<file path="src/rtl/pipe_pkg.sv">
// Shared definitions for miniRV inter-stage pipeline registers.
package pipe_pkg;

  // Occupancy of a skid stage: head only, or head plus skid entry.
  typedef enum logic [1:0] {
    StEmpty = 2'd0,
    StFull  = 2'd1,
    StSkid  = 2'd2
  } pipe_state_e;

  // Control bundle field layout, shared with the decoder.
  localparam int unsigned CtrlBrOpLsb  = 0;
  localparam int unsigned CtrlBrOpW    = 3;
  localparam int unsigned CtrlRfWeBit  = 3;
  localparam int unsigned CtrlRamWeBit = 4;
  localparam int unsigned CtrlAluOpLsb = 5;
  localparam int unsigned CtrlAluOpW   = 4;

  localparam logic [2:0] BrOpNone = 3'b111;

  // Bubble: no branch, every write enable low.
  localparam logic [15:0] CtrlNop = 16'h0007;

endpackage

</file>
<file path="src/rtl/pipe_fwd_mux.sv">
// Per-operand forwarding select applied to operands on their way into a stage register.
module pipe_fwd_mux #(
  parameter int unsigned NUM_OPND = 2,
  parameter int unsigned XLEN     = 32
) (
  input  logic [NUM_OPND*XLEN-1:0] opnd_i,
  input  logic [NUM_OPND-1:0]      fwd_en_i,
  input  logic [NUM_OPND*XLEN-1:0] fwd_data_i,
  output logic [NUM_OPND*XLEN-1:0] opnd_o
);

  // Replace each operand whose forward enable is set.
  always_comb begin
    opnd_o = opnd_i;
    for (int unsigned k = 0; k < NUM_OPND; k++) begin
      if (fwd_en_i[k]) begin
        opnd_o[k*XLEN +: XLEN] = fwd_data_i[k*XLEN +: XLEN];
      end
    end
  end

endmodule

</file>
<file path="src/rtl/pipe_stage_skid.sv">
// Inter-stage pipeline register with valid/ready handshake and a one-entry skid buffer.
// The head entry drives the outputs; the skid entry catches the one transfer that arrives
// in the cycle downstream stops accepting.
module pipe_stage_skid
  import pipe_pkg::*;
#(
  parameter int unsigned        XLEN     = 32,
  parameter int unsigned        CTRL_W   = 16,
  parameter int unsigned        NUM_OPND = 2,
  parameter logic [CTRL_W-1:0]  CTRL_NOP = CTRL_W'(CtrlNop)
) (
  input  logic                     cpu_clk,
  input  logic                     cpu_rst_n,
  input  logic                     in_valid,
  output logic                     in_ready,
  input  logic [XLEN-1:0]          in_pc,
  input  logic [CTRL_W-1:0]        in_ctrl,
  input  logic [NUM_OPND*XLEN-1:0] in_opnd,
  input  logic [NUM_OPND-1:0]      fwd_en,
  input  logic [NUM_OPND*XLEN-1:0] fwd_data,
  input  logic                     flush,
  output logic                     out_valid,
  input  logic                     out_ready,
  output logic [XLEN-1:0]          out_pc,
  output logic [CTRL_W-1:0]        out_ctrl,
  output logic [NUM_OPND*XLEN-1:0] out_opnd,
  output logic [15:0]              stall_cnt
);

  pipe_state_e state_q, state_d;

  logic [XLEN-1:0]          h_pc_q, s_pc_q;
  logic [CTRL_W-1:0]        h_ctrl_q, s_ctrl_q;
  logic [NUM_OPND*XLEN-1:0] h_opnd_q, s_opnd_q;
  logic [15:0]              stall_cnt_q;

  logic [NUM_OPND*XLEN-1:0] cap_opnd;
  logic                     acc, deq;
  logic                     h_load_in, h_load_s, s_load;

  // Forwarding is resolved once here; both entries capture from the same value.
  pipe_fwd_mux #(
    .NUM_OPND (NUM_OPND),
    .XLEN     (XLEN)
  ) u_fwd_mux (
    .opnd_i     (in_opnd),
    .fwd_en_i   (fwd_en),
    .fwd_data_i (fwd_data),
    .opnd_o     (cap_opnd)
  );

  assign in_ready  = (state_q != StSkid) && cpu_rst_n;
  assign out_valid = (state_q != StEmpty);
  assign acc       = in_valid && in_ready;
  assign deq       = out_valid && out_ready;

  // Next state and entry load selects; flush overrides every transition.
  always_comb begin
    state_d   = state_q;
    h_load_in = 1'b0;
    h_load_s  = 1'b0;
    s_load    = 1'b0;
    unique case (state_q)
      StEmpty: begin
        if (acc) begin
          h_load_in = 1'b1;
          state_d   = StFull;
        end
      end
      StFull: begin
        if (acc && deq) begin
          h_load_in = 1'b1;
        end else if (acc) begin
          s_load  = 1'b1;
          state_d = StSkid;
        end else if (deq) begin
          state_d = StEmpty;
        end
      end
      StSkid: begin
        if (deq) begin
          h_load_s = 1'b1;
          state_d  = StFull;
        end
      end
      default: state_d = StEmpty;
    endcase
    if (flush) begin
      state_d   = StEmpty;
      h_load_in = 1'b0;
      h_load_s  = 1'b0;
      s_load    = 1'b0;
    end
  end

  // Occupancy state register.
  always_ff @(posedge cpu_clk or negedge cpu_rst_n) begin
    if (!cpu_rst_n) begin
      state_q <= StEmpty;
    end else begin
      state_q <= state_d;
    end
  end

  // Head entry: loads from the input or promotes the skid entry.
  always_ff @(posedge cpu_clk or negedge cpu_rst_n) begin
    if (!cpu_rst_n) begin
      h_pc_q   <= '0;
      h_ctrl_q <= CTRL_NOP;
      h_opnd_q <= '0;
    end else if (flush) begin
      h_pc_q   <= '0;
      h_ctrl_q <= CTRL_NOP;
    end else if (h_load_in) begin
      h_pc_q   <= in_pc;
      h_ctrl_q <= in_ctrl;
      h_opnd_q <= cap_opnd;
    end else if (h_load_s) begin
      h_pc_q   <= s_pc_q;
      h_ctrl_q <= s_ctrl_q;
      h_opnd_q <= s_opnd_q;
    end
  end

  // Skid entry: only written when the head is stuck and a new entry arrives.
  always_ff @(posedge cpu_clk or negedge cpu_rst_n) begin
    if (!cpu_rst_n) begin
      s_pc_q   <= '0;
      s_ctrl_q <= CTRL_NOP;
      s_opnd_q <= '0;
    end else if (flush) begin
      s_pc_q   <= '0;
      s_ctrl_q <= CTRL_NOP;
    end else if (s_load) begin
      s_pc_q   <= in_pc;
      s_ctrl_q <= in_ctrl;
      s_opnd_q <= cap_opnd;
    end
  end

  // Saturating count of back-pressured cycles; flush leaves it alone.
  always_ff @(posedge cpu_clk or negedge cpu_rst_n) begin
    if (!cpu_rst_n) begin
      stall_cnt_q <= '0;
    end else if (out_valid && !out_ready && (stall_cnt_q != 16'hFFFF)) begin
      stall_cnt_q <= stall_cnt_q + 16'd1;
    end
  end

  // Bubbles present as a NOP at PC 0; operands just show the last stored value.
  always_comb begin
    out_pc    = out_valid ? h_pc_q : '0;
    out_ctrl  = out_valid ? h_ctrl_q : CTRL_NOP;
    out_opnd  = h_opnd_q;
    stall_cnt = stall_cnt_q;
  end

endmodule
</file>
<file path="config.mk">
export PLATFORM = sky130hd
export DESIGN_NAME = pipe_stage_skid
export DESIGN_NICKNAME = d
export VERILOG_FILES = /design/src/rtl/pipe_pkg.sv /design/src/rtl/pipe_fwd_mux.sv /design/src/rtl/pipe_stage_skid.sv
export SDC_FILE = /design/constraint.sdc
export NUM_CORES = 1
export LEC_CHECK = 0
export ABC_AREA = 1
export CAP_MARGIN = 40
export CORE_MARGIN = 2
export CORE_UTILIZATION = 30
export DETAILED_ROUTE_END_ITERATION = 10
export PLACE_DENSITY_LB_ADDON = 0.08
export RECOVER_POWER = 50
export SLEW_MARGIN = 20
export SYNTH_ARGS = -nofsm -noshare
export SYNTH_HDL_FRONTEND = slang
export SYNTH_HIERARCHICAL = 1
export SYNTH_SLANG_ARGS = --single-unit
</file>
<file path="constraint.sdc">
create_clock -name cpu_clk -period 2.01 [get_ports cpu_clk]
set_clock_uncertainty 0.15 [all_clocks]
set_input_delay 0.5025 -clock cpu_clk [delete_from_list [all_inputs] [get_ports cpu_clk]]
set_output_delay 0.5025 -clock cpu_clk [all_outputs]
set_load 0.1 [all_outputs]
</file>
Yosys cells after proc, flatten, opt, wreduce, memory -nomap -nowiden
Index checks and enable logic that the tools add are counted.
{"block": "word_totals", "register_bits": 242, "output_inout_bits": 130}
{"block": "op_classes", "addsub": 1, "n_eq_ne": 8, "mux": 33, "n_bitwise": 1, "reduce_logical": 15}
{"operator": "two-way mux 32 bit", "count": 8}
{"operator": "two-way mux 64 bit", "count": 2}
{"operator": "two-way mux 16 bit", "count": 6}
{"operator": "adder 16 x 1 -> 16 bit (second input constant)", "count": 1}
{"operator": "!= test 16 bit (second input constant)", "count": 1}
{"operator": "two-way mux 2 bit", "count": 6}
{"operator": "two-way mux 1 bit", "count": 9}
{"operator": "!= test 3 bit (second input constant)", "count": 3}
{"operator": "logical AND 1 bit", "count": 6}
{"operator": "case mux 2 bit (3 select lines)", "count": 1}
{"operator": "nonzero test 2 bit", "count": 3}
{"operator": "!= test 4 bit (second input constant)", "count": 1}
{"operator": "AND reduction 2 bit", "count": 2}
{"operator": "AND reduction 4 bit", "count": 1}
{"operator": "nonzero test 3 bit", "count": 1}
{"operator": "equality test 2 x 1 -> 1 bit (second input constant)", "count": 1}
{"operator": "equality test 2 bit (second input constant)", "count": 1}
{"operator": "zero test 2 bit", "count": 1}
{"operator": "!= test 2 bit (second input constant)", "count": 1}
{"operator": "case mux 1 bit (2 select lines)", "count": 1}
{"operator": "zero test 1 bit", "count": 1}
{"operator": "NOT 1 bit", "count": 1}

Longest topological paths before layout
{"block": "depth", "word_depth": 9, "ltp_mapped": 10, "mapped_depth_nobuf": 9}

By module
The synthesis kept the hierarchy.
{"module": "pipe_stage_skid", "instances": 1, "cells_each": 1514, "area_per_inst_um2": 11422.2}
{"module": "pipe_fwd_mux", "instances": 1, "cells_each": 208, "area_per_inst_um2": 957.2}

Worst setup path after synthesis
Ideal clock, no wire load.
{"block": "synth_timing", "kind": "flip-flop to output port", "from": "register state_q[0]", "to": "output out_ctrl[10]", "arrival_ns": 2.153, "path_slack_ns": -0.795, "path_stages_with_launch": 5, "path_buffers": 2, "path_cell_list": "dfrtp_1 -> nor2_1 -> clkbuf_1 -> buf_1 -> nor2_1"}
{"block": "synth_via", "elab_chain_len": 2}
{"element": "start: declaration", "line_no": "pipe_stage_skid.sv:30", "text": "pipe_state_e state_q, state_d;"}
{"element": "start signal: assignment", "line_no": "pipe_stage_skid.sv:99", "text": "state_q <= StEmpty;"}
{"element": "start signal: assignment", "line_no": "pipe_stage_skid.sv:101", "text": "state_q <= state_d;"}
{"element": "nonzero test 2 bit", "line_no": "pipe_stage_skid.sv:53", "text": "assign out_valid = (state_q != StEmpty);"}
{"element": "two-way mux 16 bit", "line_no": "pipe_stage_skid.sv:153", "text": "out_ctrl = out_valid ? h_ctrl_q : CTRL_NOP;"}
{"element": "end: declaration", "line_no": "pipe_stage_skid.sv:25", "text": "output logic [CTRL_W-1:0] out_ctrl,"}
Every way passes these cells.

Worst setup path after layout
{"block": "layout_timing", "from": "register state_q[0]", "to": "output out_pc[26]"}
{"block": "layout_via", "elab_chain_len": 2}
{"element": "nonzero test 2 bit", "line_no": "pipe_stage_skid.sv:53"}
{"element": "two-way mux 32 bit", "line_no": "pipe_stage_skid.sv:152", "text": "out_pc = out_valid ? h_pc_q : '0;"}
{"element": "end: declaration", "line_no": "pipe_stage_skid.sv:24", "text": "output logic [XLEN-1:0] out_pc,"}
Every way passes these cells.

==> flow_results.org <==
** Timing
- After layout, the minimum clock period comes to 2.35 ns.
- Final Max Slew Viols :: 0
- Setup violations remaining at the end of the flow were counted as 50.
- Final hold violation count :: 0
- Setup slack on the critical path of the routed design comes to -0.343 ns.
- Timing would allow up to 0.425 GHz.
- Actual transition at the worst max-transition pin :: 0.709 ns
- Dividing the final minimum period by the clock period gives 1.17.
- The worst pin sits at a relative slew slack of 0.528.
- Setup repair after global routing could not meet its margin everywhere.

** Setup path
- The worst setup path is launched from a flip-flop.
- STA puts the critical path data arrival time at 1.70 ns.
- Largest delay contributor family on the critical path :: buffers and inverters
- Critical-path top delay cell :: dfrtp_2
- At the worst endpoint, the required time is 1.36 ns.
- Type of element capturing the critical path :: output pin
- The critical path contains buffers and inverters numbering 3 combined.
- Type of the worst setup path :: reg -> out
- Chain of cells forming the critical path :: nor2_4 -> buf_12 -> clkbuf_16 -> nor2_4 -> buf_12
- Slowest Stage Delay on Critical Path :: 0.42 ns
- Of all nets on the critical path, the largest fanout is 8.

** Pwr
- Reported net switching power :: 0.00971 W
- Internal power of the cells :: 0.0129 W
- Leakage power of the design :: 9.33 nW
- Total design power :: 0.0226 W
- The share of total power dissipated in sequential elements is 0.301.
- Across the VDD grid, the largest voltage drop is 650 uV.
- Clock network fraction of design power :: 0.252
- Relative contribution of combinational cells to total power :: 0.447
- Switching share of power :: 0.430
- In this run the power density over the cells is 1170 mW/mm2.

** Route
- Wire length per cell :: 15.7 um
- The final route contains 11.9k vias.
- In this run, the number of DRC markers left after iteration 0 of detailed routing was 574.
- Remaining antenna violation count :: 0
- Via/cell ratio :: 4.56
- The pre-antenna-repair detailed-routing pass consisted of 5 iterations.
- Summed over all layers, the routed wires come to 40800 um.
- In the routed design, unresolved DRC markers number 0.

** Clock tree
- Clock-pin slew on the worst setup and hold paths :: 0.06 ns
- TritonCTS built the clock tree.
- In this run the clock root is driven by a clkbuf_16.
- For the worst-skew pair, the clock arrives at the later sink with an insertion delay of 0.55 ns.
- For this design, the sink count on the clock tree is 242.
- Number of buffers on the longest clock path :: 3
- The number of clock buffers added by TritonCTS is 30.
- Level count of the clock H-tree :: 1

** Floorplanning
- Effective utilization at floorplan :: 0.304
- Number of top-level design ports :: 313
- The die covers 0.0429 mm2.
- The initialized floorplan defines 74 standard-cell rows.
- The die is 207 um wide.
- Vertical extent of the die :: 207 um
- The total area inside the core boundary comes to 0.0407 mm2.

** Finish
- At the end of the flow, the number of nets in the layout was 2232.
- Fin util :: 0.473
- Number of fillers in the final layout :: 3994
- From synthesis to final layout, the design area changed by 55.7%.
- Share of final-layout standard cells stronger than drive strength 1 :: 0.187

** Synth
- EDFF count, synth :: 0
- Of the post-synthesis cell area, the dominant cell type holds 0.477.
- Total number of yosys warnings :: 6
- Distinct cells, synth :: 25
- The largest total area in the synthesized netlist belongs to dfrtp_1.
- The commonest cells after synthesis are nand2_1 (757), nand3_1 (281), dfrtp_1 (236), inv_1 (158), nor2_1 (69).
- By area the synthesized netlist is led by dfrtp_1 (48%), nand2_1 (23%), nand3_1 (11%), inv_1 (4.8%), o21ai_0 (2.2%).
- Synthesis handed over a netlist of 1722 instances.
- Netlist area before placement :: 0.0124 mm2
- For this run, the register share of the synthesized area comes to 0.490.
- For this run, the leading register cell type out of synthesis is dfrtp_1.
- Counting every net in the synthesized netlist gives 1906.
- Avg Synthesized Cell Area :: 7.19 um2
- In the synthesized netlist the async set-or-reset flop fraction comes to 1.00.
- Flop and latch count out of synthesis :: 242
- Most common cell in the synthesized netlist :: nand2_1

** Placed design
- At the end of routability-driven placement, the weighted congestion stood at 0.786.
- Final HPWL from detailed placement :: 27200 um
- OpenSTA, run right after detailed placement, puts the worst setup slack at -0.355 ns.
- Number of input and output port buffers inserted :: 312

** Global route
- The first global-routing pass estimated 64600 um of wire.
- Residual overflow from global routing :: 0
- Total routing resource utilization after global routing :: 0.185
- Initial antenna violation count :: 2
- Number of global-route vias before repair :: 11.6k
- Largest net degree at the start of global routing :: 117

** Outcome
- Violations in the final reports :: negative setup slack
- The run finished, with violations left.

** Run
- Max cap viols :: 0

** Worst hold path
- In this run the worst hold path is classified as reg -> reg.
-- worst paths after layout --
check | depth (start not counted) | start | slack, ns | to
worst max-delay path | 5 | state_q[0] | -0.34 | out_pc[26]
worst min-delay path | 2 | s_opnd_q[8] | 0.32 | s_opnd_q[8]
worst max register to register | 11 | state_q[1] | 0.08 | h_ctrl_q[0]
worst min register to register | 2 | s_opnd_q[8] | 0.32 | s_opnd_q[8]
max in group asynchronous | 4 | cpu_rst_n | 0.06 | out_opnd[54]
min in group asynchronous | 3 | cpu_rst_n | 0.51 | stall_cnt[0]
-- repair_timing --
action,in CTS,in global routing
gates cloned,0,6
resized for setup,8,19
hold buffers,1,0
endpoints found under the hold margin,20,0
setup buffers,7,5
pin swaps,2,6
endpoints found under the setup margin,50,121
-- placed cells by master (no fill, tap or decap), types with 5 or more instances in the layout --
master	n
nand2_1	751
nand3_1	277
dfrtp_1	218
clkdlybuf4s50_1	181
inv_1	156
buf_12	133
o21ai_0	54
nor2_4	50
buf_4	39
clkbuf_16	37
clkbuf_4	32
nand2_2	24
nor2_1	22
dfrtp_2	16
clkbuf_8	9
xor2_1	8
nand4_1	6
clkinv_2	6
dfstp_2	6
buf_6	5
-- state kept, by name, indices dropped and copies added, names as in the netlist --
signal	flops
h_ctrl_q	16
h_pc_q	32
out_opnd	64
s_ctrl_q	16
s_opnd_q	64
s_pc_q	32
stall_cnt	16
state_q	2
-- per-stage QoR --
| step | cells | hold slack, ns | setup TNS [ns] | area [um2] |
|---|---|---|---|---|
| after global placement | 2530 | 0.303 | -63.16 | 18300 |
| final | 2606 | 0.318 | -15.75 | 19300 |
| after floorplan | 1722 | 0.0569 | -0.0116 | 12800 |
| after global routing | 2604 | 0.336 | -31.78 | 19300 |
| after CTS | 2594 | 0.305 | -17.34 | 19400 |
| after detailed placement | 2530 | 0.308 | -65.77 | 18300 |
-- cell type report --
type | instances | area (um2) | share of cell area
antenna | 2 | 5.00 | 0.000260
clock buffer | 44 | 915 | 0.0475
clock inverter | 12 | 144 | 0.00747
inverter | 164 | 641 | 0.0332
multi-input combinational | 1210 | 5540 | 0.287
sequential | 242 | 6090 | 0.316
tap | 532 | 666 | 0.0345
timing repair buffer | 400 | 5270 | 0.274
-- power groups by stage --
stage               Clock, W  Combinational [W]  Sequential (W)
finish               0.00569             0.0101         0.00680
CTS                  0.00585             0.0105         0.00691
floorplan                  0            0.00313         0.00994
global placement           0             0.0104         0.00696
detailed placement         0             0.0104         0.00699
global route         0.00604             0.0106         0.00694
-- routing by layer --
metal,GRT usage,vias to the layer above,routed length (um)
met5,0,-,0
met4,0.0485,0,994
met3,0.0432,55,2750
met2,0.303,325,19100
met1,0.246,5536,18000
li1,-,5971,-
-- tightest hold or removal path: stages (launching register included) --
cell and delay [ns]:
dfrtp_1 0.34, nand2_1 0.05, nand2_1 0.05
-- cells by family after synthesis --
| family | synth area share |
|---|---|
| adders and majority gates | 0.00101 |
| DFF | 0.490 |
| and+or+nand+nor | 0.381 |
| AOI/OAI and AO/OA | 0.0246 |
| xor gates and xnor gates | 0.00566 |
| buffers and inverters | 0.0978 |
(Power assumes the default switching activity.)
